$ cat src/rtl/commit_scoreboard.sv
// Commit-trace checker.
// Expected retire records are queued in a small FIFO. Each DUT commit is
// compared in order against the FIFO head. The first mismatch, timeout,
// underflow or commit after the final record is captured and held until reset.
module commit_scoreboard #(
    parameter int XLEN    = 32,
    parameter int RADDR   = 5,
    parameter int DEPTH   = 8,
    parameter int TIMEOUT = 64
) (
    input  logic                       clk_i,
    input  logic                       rst_i,
    input  logic                       exp_valid_i,
    output logic                       exp_ready_o,
    input  logic [XLEN-1:0]            exp_pc_i,
    input  logic                       exp_we_i,
    input  logic [RADDR-1:0]           exp_rd_i,
    input  logic [XLEN-1:0]            exp_data_i,
    input  logic                       exp_last_i,
    input  logic                       cmt_valid_i,
    input  logic [XLEN-1:0]            cmt_pc_i,
    input  logic                       cmt_we_i,
    input  logic [RADDR-1:0]           cmt_rd_i,
    input  logic [XLEN-1:0]            cmt_data_i,
    output logic [1:0]                 state_o,
    output logic                       fail_o,
    output logic [2:0]                 err_code_o,
    output logic [XLEN-1:0]            err_pc_o,
    output logic [15:0]                match_cnt_o,
    output logic [$clog2(DEPTH):0]     level_o
);

    localparam int PW = $clog2(DEPTH);
    localparam int LW = PW + 1;
    localparam int TW = $clog2(TIMEOUT) + 1;

    localparam logic [2:0] ERR_NONE       = 3'd0;
    localparam logic [2:0] ERR_PC         = 3'd1;
    localparam logic [2:0] ERR_WE         = 3'd2;
    localparam logic [2:0] ERR_RD         = 3'd3;
    localparam logic [2:0] ERR_DATA       = 3'd4;
    localparam logic [2:0] ERR_UNDERFLOW  = 3'd5;
    localparam logic [2:0] ERR_TIMEOUT    = 3'd6;
    localparam logic [2:0] ERR_AFTER_LAST = 3'd7;

    typedef enum logic [1:0] {
        S_IDLE = 2'b00,
        S_RUN  = 2'b01,
        S_DONE = 2'b10,
        S_FAIL = 2'b11
    } state_t;

    state_t           state, state_nxt;
    logic [2:0]       err_code, err_code_nxt;
    logic [XLEN-1:0]  err_pc, err_pc_nxt;
    logic [15:0]      match_cnt, match_cnt_nxt;
    logic [TW-1:0]    timer, timer_nxt;
    logic [PW-1:0]    wr_ptr, rd_ptr;
    logic [LW-1:0]    level;
    logic             push, pop;

    logic [XLEN-1:0]  mem_pc   [DEPTH];
    logic             mem_we   [DEPTH];
    logic [RADDR-1:0] mem_rd   [DEPTH];
    logic [XLEN-1:0]  mem_data [DEPTH];
    logic             mem_last [DEPTH];

    logic [XLEN-1:0]  head_pc;
    logic             head_we_eff;
    logic [RADDR-1:0] head_rd;
    logic [XLEN-1:0]  head_data;
    logic             head_last;
    logic             cmt_we_eff;
    logic [2:0]       cmp_err;

    // Pushes are accepted only while there is room and the checker is still live.
    assign exp_ready_o = (level < LW'(DEPTH)) && ((state == S_IDLE) || (state == S_RUN));
    assign push        = exp_valid_i && exp_ready_o;

    assign head_pc     = mem_pc[rd_ptr];
    assign head_rd     = mem_rd[rd_ptr];
    assign head_data   = mem_data[rd_ptr];
    assign head_last   = mem_last[rd_ptr];
    assign head_we_eff = mem_we[rd_ptr] && (head_rd != '0);
    assign cmt_we_eff  = cmt_we_i && (cmt_rd_i != '0);

    assign state_o     = state;
    assign fail_o      = (state == S_FAIL);
    assign err_code_o  = err_code;
    assign err_pc_o    = err_pc;
    assign match_cnt_o = match_cnt;
    assign level_o     = level;

    // Record storage; needs no reset because the pointers define what is valid.
    always_ff @(posedge clk_i) begin
        if (push) begin
            mem_pc[wr_ptr]   <= exp_pc_i;
            mem_we[wr_ptr]   <= exp_we_i;
            mem_rd[wr_ptr]   <= exp_rd_i;
            mem_data[wr_ptr] <= exp_data_i;
            mem_last[wr_ptr] <= exp_last_i;
        end
    end

    // Compare the head record against the commit, reporting the highest-priority difference.
    always_comb begin
        cmp_err = ERR_NONE;
        if (head_pc != cmt_pc_i) begin
            cmp_err = ERR_PC;
        end else if (head_we_eff != cmt_we_eff) begin
            cmp_err = ERR_WE;
        end else if (head_we_eff) begin
            if (head_rd != cmt_rd_i) begin
                cmp_err = ERR_RD;
            end else if (head_data != cmt_data_i) begin
                cmp_err = ERR_DATA;
            end
        end
    end

    // Next-state logic: decides pop, match counting, timeout and first-error capture.
    always_comb begin
        state_nxt     = state;
        err_code_nxt  = err_code;
        err_pc_nxt    = err_pc;
        match_cnt_nxt = match_cnt;
        timer_nxt     = timer;
        pop           = 1'b0;
        case (state)
            S_IDLE: begin
                if (cmt_valid_i) begin
                    state_nxt    = S_FAIL;
                    err_code_nxt = ERR_UNDERFLOW;
                    err_pc_nxt   = cmt_pc_i;
                end else if (push) begin
                    state_nxt = S_RUN;
                end
            end
            S_RUN: begin
                if (cmt_valid_i) begin
                    timer_nxt = '0;
                    if (level == '0) begin
                        state_nxt    = S_FAIL;
                        err_code_nxt = ERR_UNDERFLOW;
                        err_pc_nxt   = cmt_pc_i;
                    end else if (cmp_err != ERR_NONE) begin
                        state_nxt    = S_FAIL;
                        err_code_nxt = cmp_err;
                        err_pc_nxt   = head_pc;
                    end else begin
                        pop = 1'b1;
                        if (match_cnt != 16'hFFFF) begin
                            match_cnt_nxt = match_cnt + 16'd1;
                        end
                        if (head_last) begin
                            state_nxt = S_DONE;
                        end
                    end
                end else if (level == '0) begin
                    timer_nxt = '0;
                end else if (timer == TW'(TIMEOUT - 1)) begin
                    state_nxt    = S_FAIL;
                    err_code_nxt = ERR_TIMEOUT;
                    err_pc_nxt   = head_pc;
                end else begin
                    timer_nxt = timer + TW'(1);
                end
            end
            S_DONE: begin
                if (cmt_valid_i) begin
                    state_nxt    = S_FAIL;
                    err_code_nxt = ERR_AFTER_LAST;
                    err_pc_nxt   = cmt_pc_i;
                end
            end
            default: begin
            end
        endcase
    end

    // State, capture registers and FIFO pointers; reset overrides everything.
    always_ff @(posedge clk_i) begin
        if (rst_i) begin
            state     <= S_IDLE;
            err_code  <= ERR_NONE;
            err_pc    <= '0;
            match_cnt <= '0;
            timer     <= '0;
            wr_ptr    <= '0;
            rd_ptr    <= '0;
            level     <= '0;
        end else begin
            state     <= state_nxt;
            err_code  <= err_code_nxt;
            err_pc    <= err_pc_nxt;
            match_cnt <= match_cnt_nxt;
            timer     <= timer_nxt;
            if (push) begin
                wr_ptr <= wr_ptr + PW'(1);
            end
            if (pop) begin
                rd_ptr <= rd_ptr + PW'(1);
            end
            case ({push, pop})
                2'b10:   level <= level + LW'(1);
                2'b01:   level <= level - LW'(1);
                default: level <= level;
            endcase
        end
    end

endmodule

$ cat config.mk
export PLATFORM = sky130hd
export DESIGN_NAME = commit_scoreboard
export DESIGN_NICKNAME = d
export VERILOG_FILES = /design/src/rtl/commit_scoreboard.sv
export SDC_FILE = /design/constraint.sdc
export NUM_CORES = 1
export LEC_CHECK = 0
export CAP_MARGIN = 15
export CORE_UTILIZATION = 29
export CTS_CLUSTER_DIAMETER = 30
export CTS_CLUSTER_SIZE = 10
export DETAILED_ROUTE_END_ITERATION = 10
export GPL_TIMING_DRIVEN = 0
export SETUP_SLACK_MARGIN = 0.15
export SLEW_MARGIN = 20
export SYNTH_ARGS = -nofsm -noshare
export SYNTH_HDL_FRONTEND = slang
export SYNTH_SLANG_ARGS = --single-unit
$ cat constraint.sdc
create_clock -name clk_i -period 29.3 [get_ports clk_i]
set_input_delay 4.395 -clock clk_i [delete_from_list [all_inputs] [get_ports clk_i]]
set_output_delay 4.395 -clock clk_i [all_outputs]
set_load 0.03 [all_outputs]
==> results.json <==
{
  "status": "finished, violations left",
  "violations": "DRC",
  "grt_pass1_vias": 16942,
  "cts_hold_buf": 0,
  "setup_viol": 0,
  "gp_congestion": 0.830,
  "grt_pass1_wl_mm": 113,
  "cp_top_family": "compound AO/OA/AOI/OAI gates",
  "htreeDepth": 4,
  "peakVddDrop_mv": 0.0440,
  "hold_viol": 0,
  "p_leak_nw": 11.9,
  "cts_setup_buffers": 0,
  "pin_count": 204,
  "synth_edf_count": 568,
  "crit_fanout": 8,
  "fin_nets": 2218,
  "crit_chain": "clkdlybuf4s50_1 > or4_1 > o21ai_0 > nor3_1 > and2_1 > a31oi_1 > nor3_1 > ha_1 > ha_1 > a21o_1 > a21oi_1 > xnor2_1 > or3_1 > a21oi_1",
  "syn_area_sq_mm": 0.0263,
  "cts_buffers": 130,
  "fp.coreArea_sq_mm": 0.0899,
  "dp_hpwl_mm": 57.0,
  "clock_sinks": 641,
  "worstSkewPairLatency_ns": 0.72,
  "worst_hold_path_type": "flop to flop",
  "n_fill_cell": 8144,
  "tns_ns": 0,
  "required_ns": 29.93,
  "drt_wl_total_mm": 78.7,
  "power_density_mw_per_mm2": 86.3,
  "fin_crit_sh_pct": 29.2,
  "cts_buffer_depth": 3,
  "detail-route-antenna-nets": 0,
  "first_pass_iters": 8,
  "grt_max_degree": 20,
  "cts_tree": "built",
  "final_common_cell": "edfxtp_1",
  "io_buffers": 201,
  "fin_crit_ns": 8.54,
  "drt_iter0_markers": 1577,
  "syn_inst": 1630,
  "crit_arrival_ns": 9.17,
  "clk_pin_slew_ns": 0.04,
  "relSlewSlack_pct": 25.8,
  "critPathSlowestCell": "a31oi_1",
  "critPathKind": "input port to flop",
  "antenna_found_initial": 18,
  "cp_num_buf_inv": 1,
  "grt_usage_pct": 17.2,
  "placed_cells": 3104,
  "ys_seq_area_share_pct": 70.4,
  "core.rowCount": 110,
  "fp.dieArea_sq_mm": 0.0919,
  "area_growth_pct": 34.2,
  "cap_violations": 0,
  "async_flop_share_pct": 0,
  "cts_resized": 0,
  "synthFlopType": "edfxtp_1",
  "tightest_slew_ns": 1.11,
  "via_per_inst": 4.98,
  "overflow": 0,
  "ys_seq_elements": 641,
  "layout-drive-gt1-share_pct": 22.6,
  "synth_warnings": 0,
  "drc": 2,
  "layout_common_cells": "edfxtp_1 (568), clkdlybuf4s50_1 (201), clkbuf_16 (131), mux2i_1 (127), dfxtp_1 (73)",
  "detail_route.wl_per_cell_microns": 23.5,
  "syn-num-nets": 1788,
  "slowest_delay_ns": 0.91,
  "fp.dieH_microns": 303,
  "clockRootBuffer": "clkbuf_16",
  "cp-start-kind": "input port",
  "avgSynthCellArea_sq_um": 16.1,
  "slew_violations": 0,
  "fin_skew_ns": 0.0435,
  "die_width_microns": 303,
  "rsz0062_at_grt": "false",
  "synth_cell_types": 71,
  "worstSetupEndpointType": "flop",
  "max_freq_ghz": 0.117,
  "vias": 16663,
  "start_util_pct": 29.3,
  "final_cells": 3347
}
==> through the flow <==
stage | cell area (sq um) | setup WS (ns) | hold slack, ns | power, mW | util [%]
finish | 35300 | 20.76 | 0.455 | 3.04 | 39.3
global route | 35300 | 20.60 | 0.468 | 3.14 | 39.3
CTS | 35300 | 20.72 | 0.455 | 3.06 | 39.3
detailed placement | 30600 | 19.99 | 0.450 | 1.52 | 34.1
global placement | 29800 | 7.03 | 0.447 | 1.52 | 33.1
floorplan | 26300 | 16.42 | 0.438 | 1.35 | -
==> routing by layer <==
metal,share of wire (%),vias up,track usage (%)
met5,0.26,-,0
met4,2.9,32,6.74
met3,8.7,159,5.73
met2,48,656,27.9
met1,40,8436,21.0
li1,-,7380,-
==> worst paths after layout <==
path	from	end	slack, ns	cells past startpoint
worst max-delay path	cmt_rd_i[1]	level_o[3]	20.76	14
worst min-delay path	err_pc_o[28]	err_pc_o[28]	0.45	2
worst min register to register	err_pc_o[28]	err_pc_o[28]	0.45	2
worst max register to register	flop	level_o[3]	22.61	19
==> report_power, final <==
part	internal [mW]	switching (mW)
logic	0.158	0.252
registers	1.08	0.0269
clock network	1.02	0.507
total	2.26	0.786
==> synthesized netlist by cell type (16+ instances only) <==
| library cell | n | share of area [%] |
|---|---|---|
| clkbuf_1 | 35 | 0.50 |
| xor2_1 | 36 | 1.2 |
| o22ai_1 | 38 | 0.90 |
| a211o_1 | 22 | 0.73 |
| mux4_2 | 51 | 4.4 |
| nand2_1 | 69 | 0.99 |
| buf_2 | 26 | 0.49 |
| dfxtp_1 | 73 | 5.6 |
| xnor2_1 | 17 | 0.57 |
| a22oi_1 | 28 | 0.80 |
| nor2_1 | 73 | 1.0 |
| a21oi_1 | 64 | 1.2 |
| edfxtp_1 | 568 | 65 |
| mux2i_1 | 127 | 4.8 |
| mux2_2 | 66 | 2.8 |
| nor2b_1 | 16 | 0.38 |
| o21ai_0 | 31 | 0.59 |
| nor3_1 | 31 | 0.59 |
==> final cells by class <==
cell class | instances | area [sq um] | area share, %
diodes | 2 | 5.00 | 0.0142
plain buffers | 88 | 477 | 1.35
clock buffers | 156 | 3430 | 9.73
clock inverters | 85 | 1230 | 3.50
inverters | 15 | 56.3 | 0.160
multi-input cells | 886 | 7300 | 20.7
flip-flops and latches | 641 | 18500 | 52.5
well taps | 1176 | 1470 | 4.17
repair buffers | 298 | 2790 | 7.91
==> state kept, by name (all words and copies together) (netlist names), named ones only <==
register	count
timer	7
state_o	2
rd_ptr	3
match_cnt_o	16
mem_rd	40
mem_last	8
mem_we	8
mem_pc	256
wr_ptr	3
level_o	4
err_code_o	3
mem_data	256
err_pc_o	32
==> worst reg2reg max path, cell delays in order (launching register included) <==
cell and delay (ns):
dfxtp_1 0.31, buf_4 0.19, buf_6 0.17, buf_4 0.24, nor2_1 0.80, clkbuf_1 0.71, a22oi_1 0.23, and3b_1 0.23
nor4b_1 0.49, nand4_1 0.35, nor4_1 0.54, a31oi_1 0.53, nor3_1 0.45, ha_1 0.27, ha_1 0.25, a21o_1 0.17
a21oi_1 0.18, xnor2_1 0.09, or3_1 0.30, a21oi_1 0.14
==> cells by family after synthesis <==
family	synth area share, %
AO/OA/AOI/OAI	6.90
AND/OR/NAND/NOR	5.87
multiplexers	12.4
flip-flops	70.4
buffers and inverters	2.02
adder cells (fa/ha/maj)	0.647
XOR/XNOR	1.77
(Power assumes the default switching activity.)
